<file path="src/rtl/change_rx_dispense.sv">
// Serial change receiver: deserialises an 8-bit magnitude, then pays it out one coin per pulse, largest first.
// Optional framing check enabled by defining CHANGE_RX_FRAME_CHECK_EN.
module change_rx_dispense #(
  parameter int COIN_HI  = 10,
  parameter int COIN_MID = 5,
  parameter int COIN_LO  = 1
) (
  input  logic       clk,
  input  logic       rst,
  input  logic       ser_rdy,
  input  logic       ser_data,
  input  logic       ser_done,
  output logic [7:0] value,
  output logic       value_valid,
  output logic       coin_pulse,
  output logic [1:0] coin_sel,
  output logic       busy,
  output logic       dispense_done,
  output logic       overrun,
  output logic       frame_err
);

  typedef enum logic [1:0] {IDLE, SHIFT, CHECK, DISPENSE} state_t;

  localparam logic [7:0] HI_VAL  = 8'(COIN_HI);
  localparam logic [7:0] MID_VAL = 8'(COIN_MID);
  localparam logic [7:0] LO_VAL  = 8'(COIN_LO);

  state_t     state, state_nxt;
  logic [7:0] sreg, sreg_nxt;
  logic [7:0] remaining, remaining_nxt;
  logic [7:0] value_nxt;
  logic [3:0] cnt, cnt_nxt;
  logic [1:0] coin_sel_nxt;
  logic       gap, gap_nxt;
  logic       armed, armed_nxt;
  logic       value_valid_nxt, coin_pulse_nxt, busy_nxt;
  logic       dispense_done_nxt, overrun_nxt, frame_err_nxt;
  logic       frame_ok;
  logic       drop_err;

`ifdef CHANGE_RX_FRAME_CHECK_EN
  assign frame_ok = !ser_rdy && ser_done;
  assign drop_err = 1'b1;
`else
  // Without the frame check ser_done carries no meaning and every frame is accepted.
  assign frame_ok = ser_done | 1'b1;
  assign drop_err = 1'b0;
`endif

  always_comb begin
    state_nxt         = state;
    sreg_nxt          = sreg;
    cnt_nxt           = cnt;
    remaining_nxt     = remaining;
    gap_nxt           = gap;
    armed_nxt         = armed;
    value_nxt         = value;
    coin_sel_nxt      = coin_sel;
    busy_nxt          = busy;
    value_valid_nxt   = 1'b0;
    coin_pulse_nxt    = 1'b0;
    dispense_done_nxt = 1'b0;
    overrun_nxt       = 1'b0;
    frame_err_nxt     = 1'b0;

    case (state)
      IDLE: begin
        if (!ser_rdy) begin
          armed_nxt = 1'b1;
        end else if (armed) begin
          state_nxt = SHIFT;
          cnt_nxt   = 4'd0;
          busy_nxt  = 1'b1;
        end
      end

      SHIFT: begin
        if (!ser_rdy) begin
          state_nxt     = IDLE;
          busy_nxt      = 1'b0;
          frame_err_nxt = drop_err;
        end else begin
          sreg_nxt = {sreg[6:0], ser_data};
          cnt_nxt  = cnt + 4'd1;
          if (cnt == 4'd7) state_nxt = CHECK;
        end
      end

      CHECK: begin
        if (frame_ok) begin
          value_nxt       = sreg;
          value_valid_nxt = 1'b1;
          remaining_nxt   = sreg;
          gap_nxt         = 1'b0;
          state_nxt       = DISPENSE;
        end else begin
          frame_err_nxt = 1'b1;
          busy_nxt      = 1'b0;
          state_nxt     = IDLE;
        end
      end

      DISPENSE: begin
        // A frame arriving now is dropped; one overrun pulse per frame, and IDLE
        // must see ser_rdy low before it will accept again.
        if (ser_rdy) begin
          overrun_nxt = armed;
          armed_nxt   = 1'b0;
        end else begin
          armed_nxt = 1'b1;
        end

        if (gap) begin
          gap_nxt = 1'b0;
        end else if (remaining == 8'd0) begin
          state_nxt         = IDLE;
          busy_nxt          = 1'b0;
          dispense_done_nxt = 1'b1;
        end else begin
          coin_pulse_nxt = 1'b1;
          gap_nxt        = 1'b1;
          if (remaining >= HI_VAL) begin
            coin_sel_nxt  = 2'd2;
            remaining_nxt = remaining - HI_VAL;
          end else if (remaining >= MID_VAL) begin
            coin_sel_nxt  = 2'd1;
            remaining_nxt = remaining - MID_VAL;
          end else begin
            coin_sel_nxt  = 2'd0;
            remaining_nxt = remaining - LO_VAL;
          end
        end
      end

      default: state_nxt = IDLE;
    endcase
  end

  always_ff @(posedge clk or posedge rst) begin
    if (rst) begin
      state         <= IDLE;
      sreg          <= 8'd0;
      cnt           <= 4'd0;
      remaining     <= 8'd0;
      gap           <= 1'b0;
      armed         <= 1'b1;
      value         <= 8'd0;
      value_valid   <= 1'b0;
      coin_pulse    <= 1'b0;
      coin_sel      <= 2'd0;
      busy          <= 1'b0;
      dispense_done <= 1'b0;
      overrun       <= 1'b0;
      frame_err     <= 1'b0;
    end else begin
      state         <= state_nxt;
      sreg          <= sreg_nxt;
      cnt           <= cnt_nxt;
      remaining     <= remaining_nxt;
      gap           <= gap_nxt;
      armed         <= armed_nxt;
      value         <= value_nxt;
      value_valid   <= value_valid_nxt;
      coin_pulse    <= coin_pulse_nxt;
      coin_sel      <= coin_sel_nxt;
      busy          <= busy_nxt;
      dispense_done <= dispense_done_nxt;
      overrun       <= overrun_nxt;
      frame_err     <= frame_err_nxt;
    end
  end

endmodule

</file>
<file path="config.mk">
export PLATFORM = sky130hd
export DESIGN_NAME = change_rx_dispense
export DESIGN_NICKNAME = d
export VERILOG_FILES = /design/src/rtl/change_rx_dispense.sv
export SDC_FILE = /design/constraint.sdc
export NUM_CORES = 1
export LEC_CHECK = 0
export ABC_CLOCK_PERIOD_IN_PS = 2410
export CORE_MARGIN = 3
export CORE_UTILIZATION = 40
export CTS_CLUSTER_DIAMETER = 80
export DETAILED_ROUTE_END_ITERATION = 6
export PLACE_DENSITY = 0.63
export RECOVER_POWER = 25
export SLEW_MARGIN = 20
export SYNTH_ARGS = -nofsm -noshare
export SYNTH_HDL_FRONTEND = slang
export SYNTH_SLANG_ARGS = --single-unit
</file>
<file path="constraint.sdc">
create_clock -name clk -period 2.41 [get_ports clk]
set_clock_uncertainty 0.1 [all_clocks]
set_input_delay 0.482 -clock clk [delete_from_list [all_inputs] [get_ports clk]]
set_output_delay 0.482 -clock clk [all_outputs]
set_load 0.03 [all_outputs]
</file>
# After elaboration in Yosys (flattened, before gate mapping)
# Cells that the tools add are included.
# totals
regBits,39
memories,0
latch_bits,0
wordCells,84
inputBits,5
romBits,0
mem_bits_rw,0
# classes
add_sub_neg,4
n_reduce_logical,12
n_mul,0
div_mod_pow,0
n_shift,0
bitwise_logic,3
mux,37
order_cmp,2
eq_ne,13
# op_table
cell,n
8-bit two-way mux,4
1-bit two-way mux,17
"2-bit != test, second input constant",8
8-bit case mux with 2 select lines,1
2-bit two-way mux,7
4-bit two-way mux,3
"8-bit by 3-bit greater-or-equal comparator with 1-bit output, second input constant",1
"8-bit by 4-bit greater-or-equal comparator with 1-bit output, second input constant",1
8-bit zero test,1
2-bit case mux with 4 select lines,1
4-bit case mux with 2 select lines,1
"8-bit by 1-bit subtractor with 8-bit output, second input constant",1
"8-bit by 3-bit subtractor with 8-bit output, second input constant",1
"8-bit by 4-bit subtractor with 8-bit output, second input constant",1
3-bit AND reduction,2
6-bit AND reduction,1
2-bit nonzero test,3
5-bit AND reduction,1
"4-bit by 1-bit adder with 4-bit output, second input constant",1
"2-bit == test, second input constant",2
"4-bit by 3-bit == test with 1-bit output, second input constant",1
1-bit case mux with 2 select lines,2
2-bit AND reduction,2
4-bit AND reduction,1
5 further kinds,7

# Logic depth before layout (Yosys ltp)
# logic_depth
word_depth,6
ltp_mapped,8

# Worst setup path before layout
# OpenSTA, ideal clock, no wires.
# synth_path
path_type,register -> register
startpoint,reg remaining[0]
endpoint,reg remaining[3]
arrival_time_ns,1.916
required_time_ns,2.190
stages_incl_launch_ff,8
synth_period_minus_slack_ns,2.136
path_slack_ns,0.274
setup_ns,0.120
path_cell_list,dfrtp_1 -> inv_1 -> ha_1 -> or3_1 -> a21oi_1 -> o21ai_0 -> o31a_1 -> o211a_1
# synth_between
elab_chain_len,6
word_cells_on_any_way,13
classes_between,3 x add/sub; 2 x order compare; 1 x eq/ne; 5 x mux; 2 x reduce/logical
# synth_rtl
item,line_no,text
start: declaration,31,"logic [7:0] remaining, remaining_nxt;"
start signal: assignment,160,remaining <= remaining_nxt;
"8-bit by 1-bit subtractor with 8-bit output, or another cell as far along",131,remaining_nxt = remaining - LO_VAL;
8-bit two-way mux,126,end else if (remaining >= MID_VAL) begin
8-bit two-way mux,123,if (remaining >= HI_VAL) begin
8-bit two-way mux,116,end else if (remaining == 8'd0) begin
8-bit two-way mux,114,if (gap) begin
8-bit case mux with 2 select lines,67,case (state)
# Parallel ways exist; a longest one is shown, timed or not. The select of a mux whose other input is x is not followed.
# A chain may end at the register's enable or synchronous reset.

# Final worst setup path
# layout_path
startpoint,reg remaining[5]
endpoint,reg busy
# layout_between
elab_chain_len,3
# layout_rtl
item,line_no,text
8-bit zero test,116,
2-bit != test (no source line),n/a,
6-bit AND reduction (no source line),n/a,
end signal: assignment,167,busy <= busy_nxt;
end: declaration,17,"output logic busy,"
# Every way passes these cells.

==> metrics.cfg <==
[status]
status = finished, final reports clean

[cts]
tritoncts = built
clk_path_buf_depth = 2
ctsHtreeMaxLevel = 2
cts_made_buffers = 5
worstSkewPairLatency_ps = 290
ctsRootBufferMaster = clkbuf_8
cts.clk_slew.worst_paths_ps = 80
post-cts-setup-buffer-count = 0
clkSinkCount = 39

[final_layout]
layout.cells.most_common = dfrtp_1
fin_nets = 233
drive_above_1_share = 0.0995
syn_to_final_growth_pct = 17.4
num_antenna_cells = 0
design_area_mm2 = 0.00242
final_cell_mix = dfrtp_1 (38), clkdlybuf4s50_1 (17), mux2_1 (16)

[worst_setup_path]
max_stage_delay_ps = 700
cp_slowest_cell = or4_1
reg2regPathDepth = 5
r2r_slack_ps = 120
cpMostUsedCell = or4_1
crit_path_start_kind = flip-flop
cp-end-kind = flip-flop
crit_arrival_ps = 2350
path_class = reg -> reg
worstPathCellList = or4_1 -> or4_1 -> a21o_1 -> nand2_1 -> a21oi_1
crit_fanout = 8
critical_path_required_ps = 2480

[route]
avgViaCountPerCell = 5.41
drt_iter0_markers = 98
ant_nets = 0
vias = 1559
firstDrtPassIters = 4
wl_mm = 4.18
drc = 0
routedWlPerCell_um = 14.5

[power_and_ir_drop]
leakage_nw = 1.14
p_per_area_mw_per_mm2 = 828
power_mw = 2.01
ir_drop_uv = 480

[synth]
synth_enable_flop_cells = 0
synth.area.top_cells = dfrtp_1 (46%), mux2_1 (8.7%), ha_1 (4.8%)
yosys_most_used_dff = dfrtp_1
ys.warnings.count = 0
netlist_area_mm2 = 0.00207
syn_inst = 198
post-synth-top-area-fraction = 0.460
ys_seq_area_frac = 0.473
yosysTopAreaCell = dfrtp_1
synthArstFlopShare = 1.00
ys_seq_elements = 39
synth_cell_types = 50
syn_avg_cell_area_um2 = 10.4
syn_nets = 211

[sta]
post-route-min-period_ps = 2290
hold_viol_final = 0
holdWs_ps = 385
slew_violations = 0
finalCritPeriodShare = 0.949
setup_tns_ps = 0
max_slew_margin = 0.355
setup_violations = 0
clock.fmax_mhz = 437
worst_slew_pin_slew_ps = 968
rsz0062_at_grt = no
fin_ws_ps = 123

[floorplanning]
core_mm2 = 0.00485
die_w_um = 77.9
ios = 21
die-area_mm2 = 0.00606
die_h_um = 77.9
rows = 25
start_util = 0.426

[global_route]
grt_max_degree = 40
grt_remaining_overflow = 0
antenna_found_initial = 0
first_global_vias = 1563
grt.total_usage = 0.151
grt_pass1_wl_mm = 7.38

[worst_hold_path]
min_path_type = reg -> reg
whs_path_depth = 2

[place]
gp_congestion = 0.866
dpl_cell_area_mm2 = 0.00234
portBuffers = 18
dp_slack_ps = 175
dp_hpwl_mm = 2.91

[job]
maxCapViolCount = 0

==> Yosys cell counts, types with 3 or more instances <==
cell and count:
o211a_1 3, nand3_1 4, mux2_1 16, nor2_1 11, o21ai_0 9, clkbuf_1 7, and3_1 3, ha_1 8
o21ai_1 5, nand2_1 14, dfrtp_1 38, a22o_1 4, inv_1 7, o22ai_1 3, nand2b_1 7, a21oi_1 11
a21o_1 4
==> report_power, final <==
part,internal (mW),switching (mW),total (mW)
clock network,0.203,0.220,0.423
registers,0.769,0.126,0.896
logic,0.309,0.380,0.689
==> final cells by class <==
type | instances | area (µm²)
Fill cell | 466 | 2420
Multi-Input combinational cell | 138 | 1000
Sequential cell | 39 | 977
Timing Repair Buffer | 27 | 245
Tap cell | 67 | 83.8
Clock buffer | 7 | 76.3
Inverter | 9 | 33.8
Clock inverter | 1 | 5.00
==> path summary, 6_finish.rpt <==
path | start | endpoint
min in group asynchronous | rst | remaining[2]
worst max register to register | remaining[5] | busy
worst min register to register | coin_sel[0] | coin_sel[0]
worst max-delay path | remaining[5] | busy
max in group asynchronous | rst | remaining[1]
worst min-delay path | coin_sel[0] | coin_sel[0]
==> critical path: cells and delay by family, from the launching register on <==
kind,cells,cell delay [ps]
simple gates,3,1370
compound gates,2,270
flops,1,440
==> metal layers <==
layer  GRT usage  vias up  share of wire
met3      0.0255        6          0.039
met4      0.0534        0          0.013
met2       0.241       32           0.46
met1       0.205      762           0.49
li1            -      759              -
met5           0        -              0
==> repair_timing <==
| item | in CTS | in global routing |
|---|---|---|
| hold buffers | 0 | 0 |
| setup endpoints to repair | 0 | 2 |
| gates resized for setup | 0 | 1 |
==> stage by stage <==
step,instances,utilization
after global placement,280,0.482
after global routing,288,0.500
after detailed placement,280,0.482
after CTS,288,0.499
final,288,0.500
after floorplan,198,-
==> registers in the layout (all words and copies together), names as in the netlist, named ones only <==
| signal | cells |
|---|---|
| remaining | 8 |
| sreg | 8 |
| value | 8 |
| cnt | 4 |
| coin_sel | 2 |
| armed | 1 |
| busy | 1 |
| coin_pulse | 1 |
| dispense_done | 1 |
| gap | 1 |
| overrun | 1 |
| state | 1 |
| value_valid | 1 |
==> cells by family after synthesis <==
logic type	Yosys count	share of synthesized area
other	1	0.00182
AND/OR/NAND/NOR	54	0.134
flip-flops	39	0.473
adder cells (fa/ha/maj)	8	0.0485
AO/OA/AOI/OAI	57	0.200
multiplexers	18	0.0969
buffers and inverters	21	0.0448
Note: power is estimated with default switching activity, not from simulation.
==> patch 1: new RTL, same flow settings <==
The option `CHANGE_RX_FRAME_CHECK_EN` is turned on by a define.
--- a/src/rtl/change_rx_dispense.sv
+++ b/src/rtl/change_rx_dispense.sv
@@ -1,4 +1,6 @@
 // Serial change receiver: deserialises an 8-bit magnitude, then pays it out one coin per pulse, largest first.
 // Optional framing check enabled by defining CHANGE_RX_FRAME_CHECK_EN.
+`define CHANGE_RX_FRAME_CHECK_EN
+
 module change_rx_dispense #(
   parameter int COIN_HI  = 10,
Behaviour: not the same (Yosys sat finds a counterexample within 4 cycles, from zero or initial values and one cycle with rst high).
==> patch 1 against the unedited design <==
Via count up 11%; global-route usage is 1.3 points higher; setup slack got worse by 67 ps; first-iteration DRC count fell by 43%; count of clock-buffer cells in the layout decreased by 2; hold slack lost 5.2 ps; design area grew 9.9%; sequential cell count rose by 1; routed wire length increased by 12%; critical path depth increased by 2; synthesized area rose by 4.8%; critical path type unchanged; utilization rose by 1.5 points.
Power is not compared: it rests on default switching activity, and its combinational part moved more than twofold at a synthesized area within 25%.
==> patch 1: results <==
[run_status]
status = "finished clean"

[global_routing]
grt_use_met3 = 0.0305
grt_max_degree = 41
first_global_vias = 1785
groute.layer.met1.usage = 0.226
grt_util_all_layers = 0.163
grtUsageMet2 = 0.254

[place]
pre_cts_slack_ps = 106
place.gp.congestion = 0.885
post_dp_cell_area_um2 = 2550
placed_cells = 325

[final_layout]
final_cells = 334
fill_cells = 500
drive_gt1_frac = 0.182

[synthesis]
synth.top_cells.by_area = "dfrtp_1 (45%), ha_1 (6.9%), nand2_1 (5.9%)"
synth_fp_nets = 241
yosys.cell_types.count = 51
synth_seq_area_share = 0.463
yosys.area_share.adder = 0.0693
synth_mux_area_frac = 0.0664

[route]
wl_met2_um = 2200
met3_length_um = 110
wirelength_met1_um = 2310

[sta]
hold_slack_ps = 380
maxSlewHeadroom = 0.333

[worst_setup_path]
r2r_end = "remaining[3]"
slowest_stage = "or4_4"
worst-r2r-setup-slack_ps = 60
reg2reg_depth = 7
patch 1: cell count changes in the layout (fill, tap and decap cells not counted), sizes merged, moves of 3 or more:
cell | before | now
mux2 | 16 | 11
o211a | 3 | 0
nand2 | 14 | 34
a21oi | 12 | 20
ha | 8 | 12
inv | 9 | 12
buf | 8 | 19
nor3 | 1 | 5
a21o | 4 | 1
o211ai | 0 | 3
patch 1: layout make-up:
type                            instances  area (um2)  share of cell area
Clock inverter                          3        23.8             0.00892
Inverter                               13        48.8              0.0183
Tap cell                               70        87.6              0.0329
Clock buffer                            5        68.8              0.0258
Timing Repair Buffer                   40         348               0.131
Sequential cell                        40        1000               0.376
Multi-Input combinational cell        163        1080               0.407
patch 1: power groups by stage:
stage / registers, mW / logic [mW] / clock network [mW]
finish: 1.20 / 1.65 / 0.456
global route: 1.24 / 1.86 / 0.498
CTS: 1.19 / 1.61 / 0.477
detailed placement: 1.20 / 1.61 / 0
global placement: 1.20 / 1.58 / 0
floorplan: 1.31 / 0.966 / 0
==> patch 2: new RTL, same flow settings <==
Without the edit above. The output `frame_err` loses its register stage (`frame_err` becomes a continuous assignment).
--- a/src/rtl/change_rx_dispense.sv
+++ b/src/rtl/change_rx_dispense.sv
@@ -153,5 +153,4 @@
       dispense_done <= 1'b0;
       overrun       <= 1'b0;
-      frame_err     <= 1'b0;
     end else begin
       state         <= state_nxt;
@@ -168,8 +167,9 @@
       dispense_done <= dispense_done_nxt;
       overrun       <= overrun_nxt;
-      frame_err     <= frame_err_nxt;
     end
   end
 
+  assign frame_err = frame_err_nxt;
+
 endmodule
 
Function: kept (equiv_simple and equiv_induct, registers matched by name and starting in step).
==> patch 2 against the unedited design <==
Design area down 0.88%; routed wire length up 0.91%; sequential cell count unchanged; critical path depth up 3; via count down 2.2%; die area down 3.9%; setup slack better by 110 ps; synthesized area down 4.2%; synthesized cell count down 3.5%; highest routed layer unchanged.
Power is not compared: it rests on default switching activity, and its combinational part moved more than twofold at a synthesized area within 25%.
==> patch 2: results <==
[synthesis]
synth_fp_nets = 204
synth_seq_area_share = 0.494
synth.top_cells.by_area = "dfrtp_1 (48%), mux2_2 (8.5%), ha_1 (5.1%)"
yosys.cell_types.count = 44
synth_common_cells = "dfrtp_1 (38), mux2_2 (15), o21ai_0 (15)"

[final_layout]
buf_share = 0.108
drive_gt1_frac = 0.183
multi_input_area_um2 = 915
nClkBuffers = 6
final_cells = 284
multi_input_gates = 133
layout.nets = 231
num-nonclk-buffers = 29
sh_seq_area = 0.407

[power_and_ir_drop]
report.power.total_mw = 3.18

[sta]
hold_slack_ps = 377
tightest_slew_ps = 934

[place]
place.gp.congestion = 0.856
post_dp_cell_area_um2 = 2270

[worst_setup_path]
crit_fanout = 6
startpoint = "remaining[1]"
crit_arrival_ps = 2260
slowest_stage = "dfrtp_1"
r2r_end = "remaining[3]"

[run_status]
status = "finished clean"

[global_routing]
grt_pass1_wl_um = 7330
first_global_vias = 1571

[route]
dr.first_iter.drc_count = 83

[worst_hold_path]
hold_start = "coin_sel[1]"
patch 2: changes by cell type after synthesis, sizes merged, moves of 3 or more:
cell | before | now
a21o | 4 | 0
o22ai | 3 | 0
nor3 | 1 | 6
a31oi | 0 | 6
nand3 | 4 | 8
o211a | 3 | 0
clkbuf | 7 | 4
patch 2: metrics by stage:
step	util	setup WS, ps
after floorplan	-	411
after global placement	0.498	272
after detailed placement	0.498	262
after CTS	0.527	238
after global routing	0.527	44.4
final	0.527	232
patch 2: cells by family (layout without fill, tap and decap cells):
family / after synthesis / count (layout) / share of synthesized area
buf+inv: 19 / 47 / 0.0436
other cells: 1 / 1 / 0.00190
mux: 16 / 16 / 0.0904
fa+ha+maj: 8 / 8 / 0.0506
flops: 39 / 39 / 0.494
simple gates: 56 / 56 / 0.143
compound gates: 52 / 52 / 0.176
patch 2: routing by layer:
layer	global-route usage	wire, um	up-vias
met5	0	0	-
met1	0.204	2030	750
li1	-	-	740
met3	0.0390	169	2
met2	0.250	2000	32
met4	0.0380	19	0
